## src/rtl/ws2812b_pkg.sv

```systemverilog
// Shared WS2812B definitions: receiver state encoding, nominal line timing
// and the 24-bit GRB pixel word used by both the transmitter and receiver.
package ws2812b_pkg;

   typedef enum logic [1:0] {
      WAIT_RESET = 2'd0,
      IDLE_LOW   = 2'd1,
      MEAS_HIGH  = 2'd2,
      MEAS_LOW   = 2'd3
   } rxState_t;

   localparam int T0H_NS     = 400;
   localparam int T1H_NS     = 800;
   localparam int T0L_NS     = 850;
   localparam int T1L_NS     = 450;
   localparam int T_RESET_NS = 50000;

   localparam int PIXEL_W = 24;
   localparam int CNT_W   = 16;

   typedef logic [PIXEL_W-1:0] pixel_t;

   // Converts a duration in ns to whole clock cycles (truncating).
   function automatic logic [CNT_W-1:0] nsToCnt(input int ns, input int clkNs);
      return CNT_W'(ns / clkNs);
   endfunction

endpackage

```

## src/rtl/ws2812b_sync.sv

```systemverilog
// Two-flop synchronizer for the asynchronous serial line plus rise/fall
// detection against the previous synchronized sample.
module ws2812b_sync (
   input  logic clk,
   input  logic reset,
   input  logic din,
   output logic dinS,
   output logic rise,
   output logic fall
);

   logic meta;
   logic syncd;
   logic prev;

   always_ff @(posedge clk) begin
      if (reset) begin
         meta  <= 1'b0;
         syncd <= 1'b0;
         prev  <= 1'b0;
      end else begin
         meta  <= din;
         syncd <= meta;
         prev  <= syncd;
      end
   end

   assign dinS = syncd;
   assign rise = syncd & ~prev;
   assign fall = ~syncd & prev;

endmodule

```

## src/rtl/ws2812b_rx_decoder.sv

```systemverilog
// WS2812B serial receiver: measures high/low pulse widths, assembles GRB pixels
// and flags frame ends. Optional chain pass-through via WS2812B_RX_PASSTHRU_EN.
module ws2812b_rx_decoder
   import ws2812b_pkg::*;
#(
   parameter int CLK_PERIOD_NS = 10,
   parameter int BIT_THRESH_NS = 600,
   parameter int MIN_HIGH_NS   = 200,
   parameter int MAX_HIGH_NS   = 1200,
   parameter int RESET_NS      = T_RESET_NS
) (
   input  logic        clk,
   input  logic        reset,
   input  logic        DIN,
   output logic        pixel_valid,
   output logic [23:0] pixel_data,
   output logic [15:0] pixel_index,
   output logic        frame_done,
   output logic        pulse_err,
   output logic        DOUT
);

   localparam logic [CNT_W-1:0] CNT_BIT_THRESH = nsToCnt(BIT_THRESH_NS, CLK_PERIOD_NS);
   localparam logic [CNT_W-1:0] CNT_MIN_HIGH   = nsToCnt(MIN_HIGH_NS, CLK_PERIOD_NS);
   localparam logic [CNT_W-1:0] CNT_MAX_HIGH   = nsToCnt(MAX_HIGH_NS, CLK_PERIOD_NS);
   localparam logic [CNT_W-1:0] CNT_RESET      = nsToCnt(RESET_NS, CLK_PERIOD_NS);

   function automatic logic [CNT_W-1:0] satInc(input logic [CNT_W-1:0] v);
      return (v == {CNT_W{1'b1}}) ? v : v + 1'b1;
   endfunction

   logic dinS;
   logic dinRise;
   logic dinFall;

   ws2812b_sync uSync (
      .clk   (clk),
      .reset (reset),
      .din   (DIN),
      .dinS  (dinS),
      .rise  (dinRise),
      .fall  (dinFall)
   );

   rxState_t         state, stateNext;
   logic [CNT_W-1:0] cnt, cntNext, cntInc;
   logic [4:0]       bitCnt, bitCntNext;
   pixel_t           shiftReg, shiftNext;
   logic [15:0]      pixCnt, pixCntNext;
   logic             frameActive, frameActiveNext;
   logic             bitVal;
   logic             pvNext, fdNext, peNext;
   pixel_t           dataNext;
   logic [15:0]      idxNext;

   always_comb begin
      stateNext       = state;
      cntNext         = cnt;
      bitCntNext      = bitCnt;
      shiftNext       = shiftReg;
      pixCntNext      = pixCnt;
      frameActiveNext = frameActive;
      pvNext          = 1'b0;
      fdNext          = 1'b0;
      peNext          = 1'b0;
      dataNext        = pixel_data;
      idxNext         = pixel_index;
      cntInc          = satInc(cnt);
      bitVal          = (cnt >= CNT_BIT_THRESH);

      case (state)
         WAIT_RESET: begin
            if (dinS) begin
               cntNext = '0;
            end else if (cntInc >= CNT_RESET) begin
               stateNext       = IDLE_LOW;
               cntNext         = '0;
               bitCntNext      = '0;
               pixCntNext      = '0;
               shiftNext       = '0;
               frameActiveNext = 1'b0;
            end else begin
               cntNext = cntInc;
            end
         end

         IDLE_LOW: begin
            if (dinRise) begin
               stateNext = MEAS_HIGH;
               cntNext   = CNT_W'(1);
            end
         end

         MEAS_HIGH: begin
            if (dinFall) begin
               if (cnt < CNT_MIN_HIGH) begin
                  peNext     = 1'b1;
                  stateNext  = WAIT_RESET;
                  cntNext    = '0;
                  bitCntNext = '0;
                  shiftNext  = '0;
               end else begin
                  shiftNext       = {shiftReg[PIXEL_W-2:0], bitVal};
                  frameActiveNext = 1'b1;
                  stateNext       = MEAS_LOW;
                  cntNext         = CNT_W'(1);
                  // The 24th bit closes the word; the strobe lands one cycle later.
                  if (bitCnt == 5'd23) begin
                     pvNext     = 1'b1;
                     dataNext   = shiftNext;
                     idxNext    = pixCnt;
                     pixCntNext = pixCnt + 16'd1;
                     bitCntNext = '0;
                  end else begin
                     bitCntNext = bitCnt + 5'd1;
                  end
               end
            end else if (cntInc > CNT_MAX_HIGH) begin
               peNext     = 1'b1;
               stateNext  = WAIT_RESET;
               cntNext    = '0;
               bitCntNext = '0;
               shiftNext  = '0;
            end else begin
               cntNext = cntInc;
            end
         end

         MEAS_LOW: begin
            if (dinRise) begin
               stateNext = MEAS_HIGH;
               cntNext   = CNT_W'(1);
            end else if (cntInc >= CNT_RESET) begin
               fdNext          = frameActive;
               stateNext       = IDLE_LOW;
               cntNext         = '0;
               bitCntNext      = '0;
               pixCntNext      = '0;
               shiftNext       = '0;
               frameActiveNext = 1'b0;
            end else begin
               cntNext = cntInc;
            end
         end

         default: begin
            stateNext = WAIT_RESET;
            cntNext   = '0;
         end
      endcase
   end

   always_ff @(posedge clk) begin
      if (reset) begin
         state       <= WAIT_RESET;
         cnt         <= '0;
         bitCnt      <= '0;
         shiftReg    <= '0;
         pixCnt      <= '0;
         frameActive <= 1'b0;
         pixel_valid <= 1'b0;
         frame_done  <= 1'b0;
         pulse_err   <= 1'b0;
         pixel_data  <= '0;
         pixel_index <= '0;
      end else begin
         state       <= stateNext;
         cnt         <= cntNext;
         bitCnt      <= bitCntNext;
         shiftReg    <= shiftNext;
         pixCnt      <= pixCntNext;
         frameActive <= frameActiveNext;
         pixel_valid <= pvNext;
         frame_done  <= fdNext;
         pulse_err   <= peNext;
         pixel_data  <= dataNext;
         pixel_index <= idxNext;
      end
   end

`ifdef WS2812B_RX_PASSTHRU_EN
   // Once this node has taken its own pixel, the rest of the frame is forwarded.
   logic passEn;

   always_ff @(posedge clk) begin
      if (reset) begin
         passEn <= 1'b0;
      end else if (stateNext == WAIT_RESET || stateNext == IDLE_LOW) begin
         passEn <= 1'b0;
      end else if (pvNext) begin
         passEn <= 1'b1;
      end
   end

   assign DOUT = passEn & dinS & (state != WAIT_RESET);
`else
   assign DOUT = 1'b0;
`endif

endmodule
```

## config.mk

```make
export PLATFORM = sky130hd
export DESIGN_NAME = ws2812b_rx_decoder
export DESIGN_NICKNAME = d
export VERILOG_FILES = /design/src/rtl/ws2812b_pkg.sv /design/src/rtl/ws2812b_sync.sv /design/src/rtl/ws2812b_rx_decoder.sv
export SDC_FILE = /design/constraint.sdc
export NUM_CORES = 1
export LEC_CHECK = 0
export CAP_MARGIN = 20
export CELL_PAD_IN_SITES_DETAIL_PLACEMENT = 1
export CELL_PAD_IN_SITES_GLOBAL_PLACEMENT = 1
export CORE_MARGIN = 4
export CORE_UTILIZATION = 43
export CTS_CLUSTER_DIAMETER = 30
export DETAILED_ROUTE_END_ITERATION = 8
export PLACE_DENSITY = 0.85
export SYNTH_ARGS = -nofsm -noshare
export SYNTH_HDL_FRONTEND = slang
export SYNTH_SLANG_ARGS = --single-unit
```

## constraint.sdc

```tcl
create_clock -name clk -period 3.41 [get_ports clk]
set_input_delay 0.8525 -clock clk [delete_from_list [all_inputs] [get_ports clk]]
set_output_delay 0.8525 -clock clk [all_outputs]
set_load 0.02 [all_outputs]
```

==> results.sh <==
export IMPL_worstPathMaxFanout=10
export IMPL_synthCells=593
export IMPL_synth_ff_type="dfxtp_1"
export IMPL_drc=0
export IMPL_grt_max_degree=43
export IMPL_slew_headroom_pct=36.2
export IMPL_io_buffers=45
export IMPL_rsz0062_at_grt="no"
export IMPL_clockRootBuffer="clkbuf_16"
export IMPL_grt_pass1_wl_um=25000
export IMPL_dieArea_um2=13300
export IMPL_power_frac_clock_pct=45.2
export IMPL_power_leakage_nw=1.99
export IMPL_fin_nets=635
export IMPL_antenna_left=0
export IMPL_wl_um=15100
export IMPL_path_class="reg2reg"
export IMPL_pwr_share_comb_pct=2.7
export IMPL_cts_made_buffers=9
export IMPL_num_io_pins=47
export IMPL_synth_area_um2=4970
export IMPL_grt_pass1_vias=4792
export IMPL_end_kind="flip-flop"
export IMPL_slew_violations=0
export IMPL_grt_usage_pct=23.5
export IMPL_hold_path_class="reg2reg"
export IMPL_layout_common_cells="116 x nand2_1, 109 x dfxtp_1, 61 x a21oi_1"
export IMPL_crit_arrival_ns=3.46
export IMPL_cts_clk_slew_worst_paths_ns=0.08
export IMPL_synth_edf_count=0
export IMPL_cts_sinks=109
export IMPL_crit_top_cell="buf_4"
export IMPL_vias=4637
export IMPL_crit_chain="ha_1 -> buf_4 -> and3_1 -> a31oi_1 -> a2111oi_0 -> a21bo_2 -> and4b_1 -> and2_4 -> nor4_2 -> buf_4 -> nor3_1"
export IMPL_setup_viol=0
export IMPL_grt_antenna_before_repair=0
export IMPL_p_sw_share_pct=23.5
export IMPL_crit_required_ns=3.64
export IMPL_crit_path_top_delay_cell="a2111oi_0"
export IMPL_synth_cell_types=70
export IMPL_critPathTopFamily="compound AO/OA/AOI/OAI gates"
export IMPL_power_frac_seq_pct=52.1
export IMPL_vdd_drop_max_v=0.000306
export IMPL_hold_violations=0
export IMPL_std_cell_rows=38
export IMPL_area_growth_pct=18.5
export IMPL_grt_overflow=0
export IMPL_status="complete, no violations"
export IMPL_place_gp_congestion=0.971
export IMPL_synth_avg_cell_area_um2=8.37
export IMPL_core_um2=11100
export IMPL_ys_seq_elements=109
export IMPL_async_flop_share_pct=0
export IMPL_clkLatencyLatePin_ns=0.36
export IMPL_seq_area_frac_synth_pct=43.9
export IMPL_fin_util_pct=53.1
export IMPL_drtIter0Drc=356
export IMPL_period_share_pct=94.7
export IMPL_pre_cts_ws_ns=0.178
export IMPL_synth_fp_nets=600
export IMPL_start_kind="flip-flop"
export IMPL_cts_tree="yes"
export IMPL_viasPerCell=6.00
export IMPL_clock_fmax_ghz=0.310
export IMPL_maxCapViolCount=0
export IMPL_h_tree_depth=3
export IMPL_dpl_hpwl_um=10300
export IMPL_p_sw_w=0.000577
export IMPL_clk_path_buf_depth=2
export IMPL_internal_power_w=0.00188
export IMPL_post_drt_wl_per_cell_um=19.5
export IMPL_hold_slack_ns=0.458
export IMPL_power_density_nw_per_um2=418
export IMPL_cts_hold_fix_buffers=0
export IMPL_skew_ns=0.0103
export IMPL_yosys_warnings=0
export IMPL_finalCriticalPeriod_ns=3.23
export IMPL_final_common_cell="nand2_1"
export IMPL_antennaDiodeCount=0
export IMPL_fp_dieH_um=115
export IMPL_setup_ws_ns=0.181
export IMPL_worst_slew_pin_slew_ns=0.953
export IMPL_drive_above_1_share_pct=9.95
export IMPL_firstDrtPassIters=4
export IMPL_fin_setup_tns_ns=0
export IMPL_crit_buf_inv=2
export IMPL_start_util_pct=44.8
export IMPL_die_x_um=115
export IMPL_critPathMaxStageDelay_ns=0.54
## routing by layer
metal | GRT usage, % | wire, um | vias up
li1 | - | - | 2210
met1 | 30.1 | 6800 | 2290
met2 | 38.3 | 7210 | 117
met3 | 5.69 | 766 | 20
met4 | 8.92 | 299 | 0
met5 | 0 | 0 | -
## sequential cells by signal, summed over array words and instances, names as in the netlist, 2 cells and up
register,flops
shiftReg,23
cnt,16
pixel_data,24
pixel_index,16
pixCnt,16
bitCnt,5
state,2
## worst reg2reg max path: stages (launching register included)
cell	delay, ns
dfxtp_1	0.46
ha_1	0.26
buf_4	0.21
and3_1	0.21
a31oi_1	0.13
a2111oi_0	0.54
a21bo_2	0.32
and4b_1	0.23
and2_4	0.20
nor4_2	0.26
buf_4	0.19
nor3_1	0.08
## area by class of cell
class | count | area [um^2]
clock inverters | 7 | 91.3
flip-flops and latches | 109 | 2180
clock buffers | 9 | 225
multi-input cells | 425 | 2510
repair buffers | 68 | 643
fillers | 1317 | 5190
well taps | 140 | 175
inverters | 15 | 56.3
## Yosys cell counts, drive strengths merged, types with 13 or more instances
master | count | area share, %
nand2 | 116 | 8.8
dfxtp | 109 | 44
a21oi | 65 | 6.9
o21ai | 28 | 2.9
a22o | 23 | 4.1
nor2 | 23 | 1.7
buf | 22 | 3.0
clkbuf | 22 | 1.7
nand3 | 16 | 2.0
inv | 15 | 1.1
nand4 | 13 | 1.8
nor3 | 13 | 1.5
## cells by family (layout without fill, tap and decap cells)
logic type	count (synthesis)	in the layout	share of synthesized area, %
other	1	1	0.0755
XOR/XNOR	4	4	0.706
AO/OA/AOI/OAI	173	173	23.7
AND/OR/NAND/NOR	241	241	24.4
adder cells (fa/ha/maj)	4	4	1.01
buffers and inverters	59	99	5.79
flip-flops	109	109	43.9
multiplexers	2	2	0.403
## final timing paths
check,startpoint,endpoint,slack (ns),depth (start not counted)
worst min register to register,pixel_index[5]$_SDFFE_PP0P_,pixel_index[5]$_SDFFE_PP0P_,0.46,2
worst max-delay path,cnt[0]$_SDFFE_PP0P_,cnt[2]$_SDFFE_PP0P_,0.18,11
worst min-delay path,pixel_index[5]$_SDFFE_PP0P_,pixel_index[5]$_SDFFE_PP0P_,0.46,2
worst max register to register,cnt[0]$_SDFFE_PP0P_,cnt[2]$_SDFFE_PP0P_,0.18,11
## power by group through the flow
stage	Sequential [W]	Clock, W	Combinational (W)
floorplan	0.00131	0	0.0000467
global placement	0.00131	0	0.0000635
detailed placement	0.00131	0	0.0000656
CTS	0.00128	0.00114	0.0000665
global route	0.00128	0.00120	0.0000736
finish	0.00128	0.00111	0.0000670
## stage by stage
step,area (um^2),power (W),std cells
2_1_floorplan,4970,0.00136,593
3_3_place_gp,5560,0.00138,757
3_5_place_dp,5560,0.00138,757
4_1_cts,5870,0.00248,773
5_1_grt,5880,0.00255,773
6_report,5880,0.00246,773
## repair_timing
| action | in CTS | in global routing |
|---|---|---|
| gates resized for setup | 0 | 2 |
| buffers inserted | 0 | 0 |
| endpoints found under the setup margin | 0 | 30 |
No activity file was read; power rests on OpenSTA's default activity.
